===== config.mk =====
export PLATFORM = sky130hd
export DESIGN_NAME = fetch_unit_flat
export DESIGN_NICKNAME = d
export VERILOG_FILES = /design/src/rtl/fetch_unit_pkg.sv /design/src/rtl/fetch_unit_if.sv /design/src/rtl/fetch_unit_queue.sv /design/src/rtl/fetch_unit.sv /design/src/flat_wrapper.sv
export SDC_FILE = /design/constraint.sdc
export NUM_CORES = 1
export LEC_CHECK = 0
export BUFFER_PORTS_ARGS = -buffer_cell sky130_fd_sc_hd__buf_2
export CAP_MARGIN = 30
export CORE_MARGIN = 2
export CORE_UTILIZATION = 50
export CTS_CLUSTER_DIAMETER = 80
export DETAILED_ROUTE_END_ITERATION = 6
export HOLD_SLACK_MARGIN = 0.05
export PLACE_DENSITY = 0.7
export REMOVE_ABC_BUFFERS = 1
export SLEW_MARGIN = 20
export SYNTH_ARGS = -nofsm -noshare
export SYNTH_HDL_FRONTEND = slang
export SYNTH_HIERARCHICAL = 1
export SYNTH_SLANG_ARGS = --single-unit

===== constraint.sdc =====
create_clock -name clk -period 8.9 [get_ports clk]
set_input_delay 0.89 -clock clk [delete_from_list [all_inputs] [get_ports clk]]
set_output_delay 0.89 -clock clk [all_outputs]
set_load 0.01 [all_outputs]

===== src/rtl/fetch_unit_pkg.sv =====
// Shared ISA-level constants and types for the instruction fetch path.
package fetch_unit_pkg;

    localparam int XLEN        = 32;
    localparam int INSTR_BYTES = 4;

    // Load/store width encodings, shared with the memory block.
    localparam logic [2:0] FUNCT3_B  = 3'b000;
    localparam logic [2:0] FUNCT3_H  = 3'b001;
    localparam logic [2:0] FUNCT3_W  = 3'b010;
    localparam logic [2:0] FUNCT3_BU = 3'b100;
    localparam logic [2:0] FUNCT3_HU = 3'b101;

    // One fetched instruction together with the address it came from.
    typedef struct packed {
        logic [XLEN-1:0] pc;
        logic [XLEN-1:0] instr;
    } fetch_entry_t;

    // Instructions are word aligned; low address bits of a target are ignored.
    function automatic logic [XLEN-1:0] align_pc(input logic [XLEN-1:0] addr);
        return {addr[XLEN-1:2], 2'b00};
    endfunction

endpackage


===== src/rtl/fetch_unit_if.sv =====
// Fetch-side bus bundle: dual instruction read ports, redirect and decode handshake.
interface fetch_unit_if;
    import fetch_unit_pkg::*;

    logic [XLEN-1:0] mem_addr1;
    logic [XLEN-1:0] mem_addr2;
    logic            mem_en2;
    logic [XLEN-1:0] mem_data1;
    logic [XLEN-1:0] mem_data2;
    logic            redirect;
    logic [XLEN-1:0] redirect_pc;
    logic            dec_valid;
    logic            dec_ready;
    logic [XLEN-1:0] dec_instr;
    logic [XLEN-1:0] dec_pc;

    // The fetch unit drives addresses and the decode-side valid/data.
    modport master (
        output mem_addr1, mem_addr2, mem_en2,
        input  mem_data1, mem_data2,
        input  redirect, redirect_pc,
        output dec_valid, dec_instr, dec_pc,
        input  dec_ready
    );

    // Memory, branch unit and decode see the mirror image.
    modport slave (
        input  mem_addr1, mem_addr2, mem_en2,
        output mem_data1, mem_data2,
        output redirect, redirect_pc,
        input  dec_valid, dec_instr, dec_pc,
        output dec_ready
    );

endinterface


===== src/rtl/fetch_unit_queue.sv =====
// Circular instruction buffer with two in-order write ports and one read port.
module fetch_queue
    import fetch_unit_pkg::*;
#(
    parameter int QDEPTH = 4,
    localparam int PTR_W = $clog2(QDEPTH),
    localparam int CNT_W = PTR_W + 1
) (
    input  logic               clk,
    input  logic               rst_n,
    input  logic               flush,
    input  logic               wr0_en,
    input  fetch_entry_t       wr0_entry,
    input  logic               wr1_en,
    input  fetch_entry_t       wr1_entry,
    input  logic               rd_en,
    output logic               rd_valid,
    output fetch_entry_t       rd_entry,
    output logic [CNT_W-1:0]   count
);

    fetch_entry_t     storage [QDEPTH];
    logic [PTR_W-1:0] head;
    logic [PTR_W-1:0] tail;
    logic [CNT_W-1:0] count_q;
    logic [1:0]       n_push;
    logic             do_pop;
    logic [PTR_W-1:0] wr1_ptr;
    logic [CNT_W:0]   count_after;

    // Port 1 lands right behind port 0 when both write, otherwise at the tail.
    always_comb begin
        n_push      = {1'b0, wr0_en} + {1'b0, wr1_en};
        do_pop      = rd_en && rd_valid;
        wr1_ptr     = tail + PTR_W'(wr0_en);
        count_after = {1'b0, count_q} + (CNT_W+1)'(n_push) - (CNT_W+1)'(do_pop);
    end

    // Pointer and occupancy bookkeeping; flush empties the buffer in one cycle.
    always_ff @(posedge clk) begin
        if (!rst_n || flush) begin
            head    <= '0;
            tail    <= '0;
            count_q <= '0;
        end else begin
            head    <= head + PTR_W'(do_pop);
            tail    <= tail + PTR_W'(n_push);
            count_q <= count_after[CNT_W-1:0];
        end
    end

    // Entry storage needs no reset since reads are gated by occupancy.
    always_ff @(posedge clk) begin
        if (rst_n && !flush) begin
            if (wr0_en) storage[tail]    <= wr0_entry;
            if (wr1_en) storage[wr1_ptr] <= wr1_entry;
        end
    end

    // Head is only presented while something is buffered.
    always_comb begin
        rd_valid = (count_q != '0);
        rd_entry = rd_valid ? storage[head] : '0;
        count    = count_q;
    end

    // The issue logic upstream must never let the buffer overfill.
    a_no_overflow : assert property (@(posedge clk) disable iff (!rst_n || flush)
        count_after <= (CNT_W+1)'(QDEPTH));

endmodule


===== src/rtl/fetch_unit.sv =====
// Instruction fetch: dual sequential fetch, response capture, redirect and decode hand-off.
module fetch_unit
    import fetch_unit_pkg::*;
#(
    parameter logic [XLEN-1:0] RESET_PC = 32'h0000_0000,
    parameter int              QDEPTH   = 4
) (
    input  logic          clk,
    input  logic          rst_n,
    fetch_unit_if.master  bus
);

    localparam int CNT_W = $clog2(QDEPTH) + 1;

    logic [XLEN-1:0]  pc;
    logic [XLEN-1:0]  infl_pc;
    logic [1:0]       inflight;
    logic [1:0]       infl_cnt;
    logic [CNT_W-1:0] q_count;
    logic [31:0]      free_slots;
    logic             issue_two;
    logic             issue_one;
    logic             q_valid;
    fetch_entry_t     q_head;
    fetch_entry_t     wr0_entry;
    fetch_entry_t     wr1_entry;

    // Space left once everything already requested has landed; pops are not credited.
    always_comb begin
        infl_cnt   = {1'b0, inflight[0]} + {1'b0, inflight[1]};
        free_slots = 32'(QDEPTH) - 32'(q_count) - 32'(infl_cnt);
        issue_two  = rst_n && !bus.redirect && (free_slots >= 32'd2);
        issue_one  = rst_n && !bus.redirect && (free_slots == 32'd1);
    end

    // Fetch PC and in-flight tracking; redirect discards anything outstanding.
    always_ff @(posedge clk) begin
        if (!rst_n) begin
            pc       <= RESET_PC;
            infl_pc  <= RESET_PC;
            inflight <= 2'b00;
        end else if (bus.redirect) begin
            pc       <= align_pc(bus.redirect_pc);
            infl_pc  <= pc;
            inflight <= 2'b00;
        end else begin
            infl_pc <= pc;
            if (issue_two) begin
                pc       <= pc + XLEN'(2 * INSTR_BYTES);
                inflight <= 2'b11;
            end else if (issue_one) begin
                pc       <= pc + XLEN'(INSTR_BYTES);
                inflight <= 2'b01;
            end else begin
                inflight <= 2'b00;
            end
        end
    end

    // Returned words are tagged with the PCs they were requested from.
    always_comb begin
        wr0_entry.pc    = infl_pc;
        wr0_entry.instr = bus.mem_data1;
        wr1_entry.pc    = infl_pc + XLEN'(INSTR_BYTES);
        wr1_entry.instr = bus.mem_data2;
    end

    fetch_queue #(
        .QDEPTH (QDEPTH)
    ) u_queue (
        .clk       (clk),
        .rst_n     (rst_n),
        .flush     (bus.redirect),
        .wr0_en    (inflight[0]),
        .wr0_entry (wr0_entry),
        .wr1_en    (inflight[1]),
        .wr1_entry (wr1_entry),
        .rd_en     (bus.dec_ready),
        .rd_valid  (q_valid),
        .rd_entry  (q_head),
        .count     (q_count)
    );

    // Memory addresses come straight from the PC register; decode sees the queue head.
    always_comb begin
        bus.mem_addr1 = pc;
        bus.mem_addr2 = pc + XLEN'(INSTR_BYTES);
        bus.mem_en2   = issue_two;
        bus.dec_valid = q_valid;
        bus.dec_instr = q_head.instr;
        bus.dec_pc    = q_head.pc;
    end

endmodule


===== src/flat_wrapper.sv =====
// flat-port wrapper written by rule: the top's interface ports become plain ports
module fetch_unit_flat import fetch_unit_pkg::*;
#(
    parameter logic [XLEN-1:0] RESET_PC = 32'h0000_0000,
    parameter int              QDEPTH   = 4
)
  (clk, rst_n, bus_mem_addr1, bus_mem_addr2, bus_mem_en2, bus_mem_data1, bus_mem_data2, bus_redirect, bus_redirect_pc, bus_dec_valid, bus_dec_instr, bus_dec_pc, bus_dec_ready);
  fetch_unit_if bus_i ();
  input  logic clk;
  input  logic rst_n;
  output wire logic [$bits(bus_i.mem_addr1)-1:0] bus_mem_addr1;
  output wire logic [$bits(bus_i.mem_addr2)-1:0] bus_mem_addr2;
  output wire logic [$bits(bus_i.mem_en2)-1:0] bus_mem_en2;
  input wire logic [$bits(bus_i.mem_data1)-1:0] bus_mem_data1;
  input wire logic [$bits(bus_i.mem_data2)-1:0] bus_mem_data2;
  input wire logic [$bits(bus_i.redirect)-1:0] bus_redirect;
  input wire logic [$bits(bus_i.redirect_pc)-1:0] bus_redirect_pc;
  output wire logic [$bits(bus_i.dec_valid)-1:0] bus_dec_valid;
  output wire logic [$bits(bus_i.dec_instr)-1:0] bus_dec_instr;
  output wire logic [$bits(bus_i.dec_pc)-1:0] bus_dec_pc;
  input wire logic [$bits(bus_i.dec_ready)-1:0] bus_dec_ready;
  assign bus_mem_addr1 = bus_i.mem_addr1;
  assign bus_mem_addr2 = bus_i.mem_addr2;
  assign bus_mem_en2 = bus_i.mem_en2;
  assign bus_i.mem_data1 = bus_mem_data1;
  assign bus_i.mem_data2 = bus_mem_data2;
  assign bus_i.redirect = bus_redirect;
  assign bus_i.redirect_pc = bus_redirect_pc;
  assign bus_dec_valid = bus_i.dec_valid;
  assign bus_dec_instr = bus_i.dec_instr;
  assign bus_dec_pc = bus_i.dec_pc;
  assign bus_i.dec_ready = bus_dec_ready;
  fetch_unit #(.RESET_PC(RESET_PC), .QDEPTH(QDEPTH)) u_core (.clk(clk), .rst_n(rst_n), .bus(bus_i));
endmodule

# ---- After elaboration in Yosys (flattened, before gate mapping)
# Memories as Yosys holds them, arrays and structs flattened. A register that Yosys moved wholly into a read port is not among the register bits.
# Index checks and enable logic that the tools add are counted.
dict set report totals {
  ff_bits 73
  mem_count 1
  wordCells 46
  ramBits 256
  output_inout_bits 130
  inputBits 100
}
dict set report op_classes {
  eq_ne 1
  bitwise_logic 1
  n_addsub 11
  magnitude_cmp 1
  muxes 13
  reduce_logical 11
}
# memory words width read_ports rd_clocked_by_memory_dff write_ports line_no
set memory_table {}
lappend memory_table {u_core.u_queue.storage 4 64 1 1 2 fetch_unit_queue.sv:22} ;# fetch_entry_t storage [QDEPTH];
# op count
set op_table {}
lappend op_table {{$mux W32} 3}
lappend op_table {{$add A32 B3 Y32 const B} 2}
lappend op_table {{$mux W64} 1}
lappend op_table {{$add A32 B4 Y32 const B} 1}
lappend op_table {{$eq A32 B1 Y1 const B} 1}
lappend op_table {{$ge A32 B2 Y1 const B} 1}
lappend op_table {{$sub A32 B2 Y32} 1}
lappend op_table {{$mux W1} 7}
lappend op_table {{$reduce_bool A3 Y1} 2}
lappend op_table {{$add A2 B1 Y2} 2}
lappend op_table {{$logic_and A1 B1 Y1} 4}
lappend op_table {{$mux W2} 2}
lappend op_table {{$sub A3 B3 Y4 const A} 1}
lappend op_table {{$add A3 B2 Y3} 1}
lappend op_table {{$sub A3 B1 Y3} 1}
lappend op_table {{$add A1 B1 Y2} 1}
lappend op_table {{$add A2 B2 Y2} 1}
lappend op_table {{$logic_not A1 Y1} 2}
lappend op_table {{$reduce_bool A2 Y1} 1}
lappend op_table {{$reduce_or A2 Y1} 1}
lappend op_table {{$logic_or A1 B1 Y1} 1}
lappend op_table {{$not A1 Y1} 1}

# ---- Logic depth before layout (Yosys ltp)
# Gate-level depths: netlist of the first run.
dict set report depth {
  depth_word 7
  depth_mapped 12
  depth_no_buf 11
}

# ---- Cells and area by module
# Netlist of the first run, hierarchy kept.
# mod n_inst seq_area_each_um2 area_per_inst_um2 cells_per_inst
set modules_own_cells {}
lappend modules_own_cells {fetch_queue 1 7827.5 13819.5 740}
lappend modules_own_cells {fetch_unit 1 1241.2 4241.6 546}

# ---- Worst setup path after synthesis of the first run
# Ideal clock, no wire load.
dict set report synth_timing {
  path_type {in2reg}
  startpoint {input port rst_n}
  endpoint {memory u_core/u_queue/storage[0][0] in the netlist's numbering (enable)}
  setup_time_ps 581
  arrival_time_ps 5975
  slack_ps 2344
  n_path_buf 0
  t_required_ps 8319
  stages 3
  cell_sequence {nor2b_1 nand2_1 o31ai_1}
}
# item line_no
set synth_rtl {}
lappend synth_rtl {{from (decl)} flat_wrapper.sv:10} ;# input logic rst_n;
lappend synth_rtl {{to (decl)} fetch_unit_queue.sv:22}

# ---- Final worst setup path of the first run
dict set report layout_timing {
  startpoint {input port rst_n}
  endpoint {output port bus_mem_en2}
}
dict set report layout_between {
  elab_chain_cells 2
}
# item line_no
set layout_lines {}
lappend layout_lines {{$logic_and A1 B1 Y1 (2 in series)} fetch_unit.sv:32} ;# issue_two = rst_n && !bus.redirect && (free_slots >= 32'd2);
lappend layout_lines {{to (decl)} flat_wrapper.sv:13} ;# output wire logic [$bits(bus_i.mem_en2)-1:0] bus_mem_en2;
# No other way between the ends.

==> results of run 1 <==
==> flip-flops by register name, indices dropped and copies added (netlist names) <==
name,flops
u_core/infl_pc,30
u_core/u_queue/count,3
u_core/u_queue/tail,2
u_core/u_queue/head,2
u_core/bus.mem_addr1,30
u_core/inflight,2
u_core/u_queue/storage,256
==> metrics by stage <==
| stage | setup WS, ps | utilization (%) | area, um2 |
|---|---|---|---|
| after floorplan | 1590 | - | 17500 |
| after detailed placement | 4330 | 55.1 | 19600 |
| after global placement | 4350 | 54.5 | 19400 |
| final | 4230 | 58.3 | 20700 |
| after CTS | 4330 | 58.3 | 20700 |
| after global routing | 4050 | 58.3 | 20700 |
==> cell families after synthesis <==
family | count (synthesis)
AOI/OAI and AO/OA | 116
xor gates and xnor gates | 78
adders and majority gates | 16
buffers and inverters | 119
DFF | 325
muxes | 321
other | 1
and+or+nand+nor | 310
==> area by class of cell <==
cell class,instances,area [um2]
sequential,325,9080
inverter,24,90.1
clock inverter,21,163
timing repair buffer,245,1420
fill,2871,14800
tap,461,577
multi-input combinational,861,8420
clock buffer,45,987
==> metal layers <==
metal	wire length, um	GRT usage [%]	vias to the layer above
li1	-	-	5253
met1	18400	30.6	5672
met2	20500	37.7	457
met3	3080	3.57	51
met4	692	4.32	0
met5	0	0	-
==> final timing paths <==
| path | cells after the start | to | start |
|---|---|---|---|
| worst max-delay path | 5 | bus_mem_en2 | rst_n |
| worst min-delay path | 3 | u_core/bus.mem_addr1[6] | bus_redirect_pc[6] |
| worst max register to register | 11 | u_core/bus.mem_addr1[22] | u_core/inflight[0] |
| worst min register to register | 1 | u_core/infl_pc[31] | u_core/bus.mem_addr1[31] |
==> cells in the mapped netlist, types with 5 or more instances <==
master                     count  share of area, %
sky130_fd_sc_hd__and2_1      108               3.7
sky130_fd_sc_hd__mux4_2       64               8.0
sky130_fd_sc_hd__xor2_1       16              0.78
sky130_fd_sc_hd__a21oi_1      24              0.67
sky130_fd_sc_hd__o211ai_1      6              0.25
sky130_fd_sc_hd__mux2_4      140                12
sky130_fd_sc_hd__a21o_1        5              0.21
sky130_fd_sc_hd__mux2_1        7              0.44
sky130_fd_sc_hd__mux2_2      110               6.9
sky130_fd_sc_hd__inv_1        23              0.48
sky130_fd_sc_hd__nand4_1      23              0.80
sky130_fd_sc_hd__nand3_1      26              0.72
sky130_fd_sc_hd__buf_6        22               1.4
sky130_fd_sc_hd__o21ai_0      33              0.91
sky130_fd_sc_hd__and3_1        6              0.21
sky130_fd_sc_hd__nand2b_1     10              0.35
sky130_fd_sc_hd__nor3_1        8              0.22
sky130_fd_sc_hd__dfxtp_1      69               7.6
sky130_fd_sc_hd__clkbuf_1     28              0.58
sky130_fd_sc_hd__xnor2_1      59               2.9
sky130_fd_sc_hd__and4_1        8              0.39
sky130_fd_sc_hd__nor2_1       33              0.69
sky130_fd_sc_hd__buf_4        14              0.58
sky130_fd_sc_hd__ha_1         14              0.97
sky130_fd_sc_hd__buf_2        28              0.78
sky130_fd_sc_hd__nand2_1      60               1.2
sky130_fd_sc_hd__edfxtp_1    256                43
==> power breakdown <==
part	total (mW)	switching [mW]	internal, mW
clock	1.45	0.603	0.849
combinational	1.73	0.952	0.776
sequential	2.01	0.199	1.81
total	5.19	1.75	3.44
==> worst max-delay path: cells and delay by family <==
| family | cells | cell delay (ps) |
|---|---|---|
| buffers and inverters | 3 | 1360 |
| AND/OR/NAND/NOR | 2 | 1500 |
==> Flow_metrics.wiki, run 1 <==
{| class="wikitable"
! Metric !! Value
|-
| Outcome || finished clean
|-
| Total core area || 35,600 um2
|-
| Cells after synthesis || around 1.3k
|-
| Synth warnings || 6
|-
| Worst-case hold slack || ~590 ps
|-
| Share of post-route cells with drive strength above 1 || approximately 42%
|-
| Cells along the critical path || buf_2, nor2b_1, nand2_1, inv_2, buf_2
|-
| Number of remaining DRC errors || 0
|-
| ANT nets after route || 0
|-
| Fin crit share || between 50% and 60%
|-
| Number of antenna violations at the first check in global routing || 0
|-
| Sequential-to-total area share from yosys stat || about half
|-
| Share of synthesized flip-flops with an asynchronous set or reset || 0%
|-
| Signed area change from the synthesized netlist to the final layout || 14.8%
|-
| Startpoint class of the critical path || primary input
|-
| Static Leakage || approximately 8.0 nW
|-
| Worst Clk Skew || between 15 and 20 ps
|-
| Vias per cell || roughly 5.8
|-
| Number of enable-type register cells in the synthesized netlist || 256
|-
| Commonest cells after routing, fill and taps aside || sky130_fd_sc_hd__edfxtp_1 (256), sky130_fd_sc_hd__buf_2 (223), sky130_fd_sc_hd__mux2_4 (140), sky130_fd_sc_hd__mux2_2 (110), sky130_fd_sc_hd__and2_1 (108)
|-
| Total power after layout || slightly above 5 mW
|-
| Number of non-filler instances in the completed layout || a little under 2k
|-
| First-pass GRT wire length || around 67,000 um
|-
| Final RePlAce weighted congestion || between 0.9 and 1
|-
| Main combinational cell family by area after synthesis || multiplexers
|-
| Number of antenna diodes || 0
|-
| Dominant synthesized flop cell || sky130_fd_sc_hd__edfxtp_1
|-
| Power per cell area || 250 nW/um2
|-
| Std cell rows || around 70
|-
| Detailed-route wire length per cell || around 22 um
|-
| Io pins || 230
|-
| Largest net degree at the start of global routing || 67
|-
| Synthesized area divided by synthesized cell count || between 10 and 15 um2
|-
| Leftover overflow at the end of global routing || 0
|-
| Unique masters post-synth || between 70 and 80
|-
| Post-synthesis compound-gate area fraction || between 4 and 5%
|-
| Area share of xor/xnor cells in the synthesized design || under 10%
|-
| Seq cells post-synth || ~330
|-
| Clock buffers created by TritonCTS || 36
|-
| Total length of routed wires || 42,700 um
|-
| H-tree levels || 2
|-
| Proportion of synthesized area in mux cells || 26.9%
|-
| Worst ir drop on vdd || 0.241 mV
|-
| # resized after CTS || 0
|-
| Count of pins over their slew limit || 0
|-
| Final Net Count || ~1.6k
|-
| Achievable Freq || 0.214 GHz
|-
| Die outline height || between 150 and 200 um
|-
| Area of the die || approximately 38,000 um2
|-
| # Post-CTS Setup Buffers || 0
|-
| Total instance count after detailed placement || 1,916
|-
| Synthesized-area fraction occupied by adder cells || approximately 1.2%
|-
| Clock root buffer master || sky130_fd_sc_hd__clkbuf_16
|-
| Worst-Skew Late Latency || ~520 ps
|-
| Global router's overall resource usage || between 20% and 30%
|-
| Required time of the critical path || between 8000 and 9000 ps
|-
| WP data arrival || between 3000 and 4000 ps
|-
| Cell with the biggest individual delay on the critical path || sky130_fd_sc_hd__nor2b_1
|-
| Half-perimeter wire length after detailed placement || 26,700 um
|-
| Basic-gate share of the synthesized area counting and, or, nand and nor cells || 9.52%
|-
| Number of input and output port buffers inserted || between 200 and 250
|-
| CTS tree || done
|-
| Crit path max fanout || 54
|-
| Effective utilization at floorplan || about half
|-
| Setup_tns || 0 ps
|-
| Most common library cell in the layout ignoring fill and taps || sky130_fd_sc_hd__edfxtp_1
|-
| Die width || about 190 um
|-
| Total of endpoints with negative setup slack in the final report || 0
|-
| Worst R2R Setup Slack || 5230 ps
|-
| Transition time of the tightest slew-check pin || between 900 and 1000 ps
|-
| Clock sink count || roughly 330
|-
| Shortest period the worst path allows || between 4000 and 5000 ps
|-
| Post-CTS Hold Buffers || 0
|-
| Drt pass-1 iters || 5
|-
| Vias in the first global route || 11.6k
|-
| Maximum buffer depth of the clock tree || 3
|-
| Clock transition at the registers of the reported paths || ~60 ps
|-
| Critical Path End Type || output port
|-
| Worst path max stage delay || about 830 ps
|-
| Relative slew slack || 34.9%
|-
| Library cell appearing most often on the critical path || sky130_fd_sc_hd__buf_2
|-
| Critical path class || in -> out
|-
| Via count || ~11k
|-
| Min-Delay Path Class || in -> reg
|-
| Number of violations of the max-capacitance limit || 0
|-
| Synth Cell Area || 18,100 um2
|-
| Hold Fails Final Rpt || 0
|-
| Iter 0 DRT Violations || approximately 860
|-
| Setup repair after global routing missed its margin || false
|}
No activity file was read; power rests on OpenSTA's default activity.
==> run 2, diff against run 1 <==
--- a/config.mk
+++ b/config.mk
@@ -5,6 +5,7 @@
 export SDC_FILE = /design/constraint.sdc
 export NUM_CORES = 1
 export LEC_CHECK = 0
+export ABC_AREA = 1
 export BUFFER_PORTS_ARGS = -buffer_cell sky130_fd_sc_hd__buf_2
 export CAP_MARGIN = 30
 export CORE_MARGIN = 2
==> constraint.sdc (replaced) <==
create_clock -name clk -period 4.8 [get_ports clk]
set_input_delay 0.48 -clock clk [delete_from_list [all_inputs] [get_ports clk]]
set_output_delay 0.48 -clock clk [all_outputs]
set_load 0.01 [all_outputs]
==> run 2 against run 1 <==
Net effect: flip-flop and latch count stayed put; largest power group unchanged; sequential power is 92% higher; power is 92% higher; critical path depth is 5 higher; critical endpoint unchanged.
==> Flow_metrics.wiki, run 2 <==
{| class="wikitable"
! Metric !! Value
|-
| Outcome || finished clean
|-
| Global router's overall resource usage || between 20 and 30%
|-
| Post-CTS Hold Buffers || 0
|-
| Synth top area cells || sky130_fd_sc_hd__edfxtp_1 (40%), sky130_fd_sc_hd__nand2_1 (26%), sky130_fd_sc_hd__dfxtp_1 (7.1%)
|-
| Drt pass-1 iters || 6
|-
| Share of post-route cells with drive strength above 1 || ~13%
|-
| Clock transition at the registers of the reported paths || about 60 ps
|-
| Die outline height || roughly 200 um
|-
| Critical register-to-register path startpoint || u_core/inflight[1]
|-
| Top cells by count, synth || sky130_fd_sc_hd__nand2_1 (1,332), sky130_fd_sc_hd__nand3_1 (257), sky130_fd_sc_hd__edfxtp_1 (256)
|-
| Worst ir drop on vdd || ~0.47 mV
|-
| Worst reg2reg endpoint || u_core/bus.mem_addr1[24]
|-
| Synth warnings || 6
|-
| Number of input and output port buffers inserted || ~220
|-
| Critical Path End Type || output port
|-
| Cell with the most instances after synthesis || sky130_fd_sc_hd__nand2_1
|-
| ANT nets after route || 0
|-
| Power spent charging and discharging nets || ~4.0 mW
|-
| Unique masters post-synth || 40
|-
| Clock network fraction of design power || approximately a quarter
|-
| Register ranked first by flip-flop count || u_core/u_queue/storage
|-
| Vias per cell || 5.37
|-
| Startpoint of the lowest-slack hold path || bus_redirect_pc[19]
|-
| Dominant synthesized flop cell || sky130_fd_sc_hd__edfxtp_1
|-
| Clock buffers created by TritonCTS || 35
|-
| Std cell rows || just over 70
|-
| Total core area || roughly 38,000 um2
|-
| FF-to-FF path depth || 15
|-
| Relative slew slack || a little under a third
|-
| Total of endpoints with negative setup slack in the final report || 0
|-
| Clock sink count || approximately 330
|-
| Worst hold path endpoint || u_core/bus.mem_addr1[19]
|-
| Clock root buffer master || sky130_fd_sc_hd__clkbuf_16
|-
| Via count || 18.1k
|-
| # Post-CTS Setup Buffers || 0
|-
| Required time of the critical path || about 4300 ps
|-
| Vias in the first global route || about 17k
|-
| Worst-Skew Late Latency || between 500 and 600 ps
|-
| Hold Fails Final Rpt || 0
|-
| Static Leakage || 10.8 nW
|-
| Synth Cell Area || 19,300 um2
|-
| Count of pins over their slew limit || 0
|-
| Worst R2R Setup Slack || ~1700 ps
|-
| Die width || 201 um
|-
| Final Net Count || around 2.9k
|-
| Area of the die || around 40,000 um2
|-
| Number of antenna violations at the first check in global routing || 0
|-
| Final RePlAce weighted congestion || ~0.9
|-
| Commonest cells after routing, fill and taps aside || sky130_fd_sc_hd__nand2_1 (1,328), sky130_fd_sc_hd__nand3_1 (257), sky130_fd_sc_hd__edfxtp_1 (256), sky130_fd_sc_hd__inv_1 (247), sky130_fd_sc_hd__buf_2 (223)
|-
| Iter 0 DRT Violations || 1,656
|-
| Total instance count after detailed placement || 3,298
|-
| Number of remaining DRC errors || 0
|-
| Cell accounting for the most synthesized area || sky130_fd_sc_hd__edfxtp_1
|-
| CTS tree || done
|-
| Crit path max fanout || 20
|-
| Min-Delay Path Class || in -> reg
|-
| Number of violations of the max-capacitance limit || 0
|-
| Signed area change from the synthesized netlist to the final layout || 12.9%
|-
| Detailed-route wire length per cell || about 18 um
|-
| Setup repair after global routing missed its margin || false
|-
| Power per cell area || approximately 460 nW/um2
|-
| Cell internal power dissipation || between 6 and 7 mW
|-
| Sequential-to-total area share from yosys stat || 46.9%
|-
| Total length of routed wires || a little under 60,000 um
|-
| Switching share of power || between 30% and 40%
|-
| Fraction of power consumed by combinational cells || between 30 and 40%
|-
| Leftover overflow at the end of global routing || 0
|-
| Hold Crit Depth || 3
|-
| H-tree levels || 2
|-
| Synthesized area divided by synthesized cell count || ~7.3 um2
|-
| Worst-case hold slack || between 100 and 150 ps
|-
| Most common library cell in the layout ignoring fill and taps || sky130_fd_sc_hd__nand2_1
|-
| Transition time of the tightest slew-check pin || roughly 1000 ps
|-
| Fin crit share || about 73%
|-
| Io pins || between 200 and 250
|-
| Sequential group share of total power || around two fifths
|-
| WP data arrival || slightly above 3000 ps
|-
| Worst Clk Skew || about 18 ps
|-
| Maximum buffer depth of the clock tree || 3
|-
| Critical path class || reg -> out
|-
| Seq cells post-synth || approximately 330
|-
| Number of non-filler instances in the completed layout || between 3k and 4k
|-
| # resized after CTS || 0
|-
| Largest net degree at the start of global routing || 89
|-
| Proportion of netlist area held by the largest area contributor || between 30% and 40%
|-
| Achievable Freq || ~0.29 GHz
|-
| Share of synthesized flip-flops with an asynchronous set or reset || 0%
|-
| First-pass GRT wire length || slightly above 90,000 um
|-
| Number of flip-flops under the largest register name || approximately 260
|-
| Half-perimeter wire length after detailed placement || between 30,000 and 40,000 um
|-
| Effective utilization at floorplan || 50.4%
|-
| Shortest period the worst path allows || 3500 ps
|-
| Number of antenna diodes || 0
|-
| Number of enable-type register cells in the synthesized netlist || approximately 260
|-
| Cells after synthesis || around 2.7k
|-
| Startpoint class of the critical path || flop
|}
==> run 2: cells by family (layout without fill, tap and decap cells) <==
kind of cell | after synthesis | count (layout) | share of synthesized area (%)
buffers and inverters | 394 | 565 | 9.19
XOR/XNOR | 63 | 63 | 2.97
flip-flops | 325 | 325 | 46.9
AND/OR/NAND/NOR | 1750 | 1750 | 37.1
AO/OA/AOI/OAI | 104 | 104 | 2.74
other | 1 | 20 | 0.0194
adder cells (fa/ha/maj) | 16 | 16 | 1.11
==> run 2: how the worst max path moves through the flow <==
| stage | from | end | slack [ps] | cells after the start |
|---|---|---|---|---|
| 2_1_floorplan | u_core/inflight[0] | u_core/u_queue/storage[0][0] | -3660 | 4 |
| 3_3_place_gp | rst_n | u_core/u_queue/storage[2][14] | 1650 | 6 |
| 3_5_place_dp | rst_n | u_core/u_queue/storage[3][14] | 1700 | 6 |
| 4_1_cts | u_core/u_queue/count[0] | bus_mem_en2 | 1290 | 10 |
| 5_1_grt | u_core/u_queue/count[0] | bus_mem_en2 | 1090 | 10 |
| 6_report | u_core/u_queue/count[0] | bus_mem_en2 | 1300 | 10 |
==> run 2: power groups by stage <==
stage	sequential, mW	combinational [mW]	clock, mW
6_report	3.85	3.58	2.52
2_1_floorplan	3.88	2.21	0
3_3_place_gp	3.89	3.41	0
4_1_cts	3.84	3.54	2.57
3_5_place_dp	3.90	3.52	0
5_1_grt	3.89	3.96	2.67
==> run 2: stage by stage <==
stage / total power, mW / setup WS (ps) / util (%) / setup TNS [ps] / area (um2)
2_1_floorplan: 6.09 / -3660 / - / -701110 / 18600
3_3_place_gp: 7.30 / 1650 / 53.7 / 0 / 20600
3_5_place_dp: 7.42 / 1700 / 54.1 / 0 / 20800
4_1_cts: 9.95 / 1290 / 56.8 / 0 / 21800
5_1_grt: 10.5 / 1090 / 56.9 / 0 / 21800
6_report: 9.96 / 1300 / 56.9 / 0 / 21800
==> run 2: area by class of cell <==
cell class,count,area (um2)
clock inverters,13,97.6
well taps,518,648
inverters,252,950
clock buffers,49,938
repair buffers,251,1500
flip-flops and latches,325,9070
fillers,3554,16500
multi-input cells,1953,8630
==> run 2: worst max-delay path: stages, from the launching register on <==
cell	delay, ps
sky130_fd_sc_hd__dfxtp_1	380
sky130_fd_sc_hd__inv_1	80
sky130_fd_sc_hd__ha_1	340
sky130_fd_sc_hd__fa_1	540
sky130_fd_sc_hd__inv_1	40
sky130_fd_sc_hd__nand2_1	50
sky130_fd_sc_hd__nor2_1	40
sky130_fd_sc_hd__nand2_1	50
sky130_fd_sc_hd__nand2_1	80
sky130_fd_sc_hd__inv_1	620
sky130_fd_sc_hd__buf_2	260
==> run 2: routing by layer <==
metal  part of all wire, %  up-vias  GRT usage, %  wire length, um
li1                      -     8603             -                -
met3                   9.7      116          4.30             5750
met4                   2.6        0          11.1             1540
met1                    41     8363          38.8            24300
met5                     0        -             0                0
met2                    47      983          47.8            27900
==> run 3, diff against run 2 <==
==> constraint.sdc (replaced) <==
create_clock -name clk -period 3.5 [get_ports clk]
set_input_delay 0.35 -clock clk [delete_from_list [all_inputs] [get_ports clk]]
set_output_delay 0.35 -clock clk [all_outputs]
set_load 0.01 [all_outputs]
==> run 3 against run 2 <==
Net effect: sequential share of layout area fell by 0.12 points; worst hold slack got worse by 21 ps; setup slack got worse by 1100 ps; via count fell by 0.48%; clock skew rose by 7.1 ps; core utilization rose by 0.17 points; sequential power rose by 36%; wire length rose by 0.18%; flip-flop and latch count did not move; critical path depth rose by 1; critical endpoint unchanged; largest power group unchanged.
==> Flow_metrics.wiki, run 3 (synthesized netlist as in run 2, its figures left out) <==
{| class="wikitable"
! Metric !! Value
|-
| Clock root buffer master || sky130_fd_sc_hd__clkbuf_16
|-
| Final Net Count || between 2k and 3k
|-
| Total length of routed wires || between 50,000 and 60,000 um
|-
| Leftover overflow at the end of global routing || 0
|-
| Worst-Skew Late Latency || 540 ps
|-
| Outcome || finished clean
|-
| Crit path max fanout || 10
|-
| Signed area change from the synthesized netlist to the final layout || 13.3%
|-
| Cells along the critical path || ha_1, ha_1, inv_1, fa_1, inv_1, nand2_1, nor2_1, nand2_1, nand2_1, clkinvlp_4, buf_2
|-
| Most common library cell in the layout ignoring fill and taps || sky130_fd_sc_hd__nand2_1
|-
| Std cell rows || 72
|-
| Worst ir drop on vdd || 0.450 mV
|-
| Number of antenna violations at the first check in global routing || 0
|-
| Shortest period the worst path allows || around 3300 ps
|-
| Effective utilization at floorplan || roughly half
|-
| Count of pins over their slew limit || 0
|-
| Critical Path End Type || output port
|-
| Total of endpoints with negative setup slack in the final report || 0
|-
| Area of the die || between 40,000 and 50,000 um2
|-
| Global router's overall resource usage || between 20 and 30%
|-
| FF-to-FF path depth || 15
|-
| Largest net degree at the start of global routing || 76
|-
| Hold Fails Final Rpt || 0
|-
| ANT nets after route || 0
|-
| Min-Delay Path Class || in -> reg
|-
| Maximum buffer depth of the clock tree || 3
|-
| Total core area || around 38,000 um2
|-
| Static Leakage || ~11 nW
|-
| Vias per cell || 5.33
|-
| Fin crit share || 95.3%
|-
| Die width || approximately 200 um
|-
| Achievable Freq || 0.300 GHz
|-
| Share of post-route cells with drive strength above 1 || 13.0%
|-
| Number of violations of the max-capacitance limit || 0
|-
| CTS tree || done
|-
| Worst Clk Skew || roughly 25 ps
|-
| Clock buffers created by TritonCTS || 36
|-
| Hold Crit Depth || 3
|-
| Clock transition at the registers of the reported paths || about 60 ps
|-
| Clock sink count || ~330
|-
| Power per cell area || about 630 nW/um2
|-
| Required time of the critical path || about 3200 ps
|-
| Iter 0 DRT Violations || between 1.5k and 2k
|-
| Number of input and output port buffers inserted || 223
|-
| Half-perimeter wire length after detailed placement || between 30,000 and 40,000 um
|-
| Startpoint class of the critical path || flop
|-
| Die outline height || 201 um
|-
| Transition time of the tightest slew-check pin || 1010 ps
|-
| H-tree levels || 2
|-
| Setup repair after global routing missed its margin || false
|-
| Number of antenna diodes || 0
|-
| Cell with the biggest individual delay on the critical path || sky130_fd_sc_hd__dfxtp_1
|-
| Detailed-route wire length per cell || roughly 18 um
|-
| Drt pass-1 iters || 6
|-
| Via count || between 15k and 20k
|-
| Final RePlAce weighted congestion || roughly 0.94
|-
| Setup_tns || 0 ps
|-
| # fillers || 3,566
|-
| Register ranked first by flip-flop count || u_core/u_queue/storage
|-
| First-pass GRT wire length || 93,300 um
|-
| Critical path class || reg -> out
|-
| WP data arrival || 2990 ps
|-
| Number of flip-flops under the largest register name || roughly 260
|-
| Relative slew slack || roughly 33%
|-
| Total power after layout || ~14 mW
|-
| Commonest cells after routing, fill and taps aside || sky130_fd_sc_hd__nand2_1 (1,328), sky130_fd_sc_hd__nand3_1 (257), sky130_fd_sc_hd__edfxtp_1 (256), sky130_fd_sc_hd__inv_1 (246), sky130_fd_sc_hd__buf_2 (223)
|-
| Library cell appearing most often on the critical path || sky130_fd_sc_hd__nand2_1
|-
| Number of remaining DRC errors || 0
|-
| Vias in the first global route || 17.4k
|-
| Worst path max stage delay || around 430 ps
|-
| Io pins || 230
|}
-- run 3: final timing paths --
kind | start | end | slack [ps]
hold reg to reg | u_core/bus.mem_addr1[31] | u_core/infl_pc[31] | 540
setup reg to reg | u_core/inflight[1] | u_core/bus.mem_addr1[21] | 480
hold / removal | bus_redirect_pc[3] | u_core/bus.mem_addr1[3] | 120
setup / recovery | u_core/inflight[1] | bus_mem_en2 | 160
-- run 3: per-layer routing --
metal  part of all wire [%]  global-route usage [%]  wire length, um  up-vias
met5                      0                       0                0        -
met4                    2.0                    9.44             1200        0
met3                     10                    4.06             5960      100
met2                     48                    49.6            28800     1017
met1                     40                    38.7            23700     8232
li1                       -                       -                -     8629
-- run 3: area by class of cell --
type                    count  area (um2)  share of cell area (%)
well taps                 518         648                    2.96
repair buffers            258        1490                    6.80
inverters                 252         952                    4.35
clock buffers              42         945                    4.31
multi-input cells        1953        8630                    39.4
repair inverters            1        5.00                  0.0228
clock inverters            24         163                   0.743
flip-flops and latches    325        9070                    41.4
-- run 3: repair_timing --
action | CTS | global route
hold buffers | 1 | 0
endpoints found under the setup margin | 0 | 1
hold endpoints to repair | 1 | 0
resized for setup | 0 | 1
setup buffers | 0 | 0
-- run 3: where the power goes --
group	total (mW)	internal (mW)	switching [mW]
Combinational	4.93	1.59	3.34
Clock	3.63	2.08	1.55
Sequential	5.25	4.70	0.546
Total	13.8	8.37	5.44
-- run 3: worst max-delay path, delay by kind of cell (launching register included) --
family | cells | cell delay, ps
fa+ha+maj | 3 | 860
buf+inv | 4 | 750
flops | 1 | 430
simple gates | 4 | 400
-- run 3: through the flow --
step	area (um2)	cells	worst slack [ps]	hold WS, ps	utilization [%]
after detailed placement	20800	3305	696	521	54.1
after global routing	21900	3373	50.0	121	57.1
after global placement	20700	3304	632	514	54.1
final	21900	3373	164	124	57.1
after CTS	21900	3372	105	102	57.1
after floorplan	18600	2530	-4960	448	-
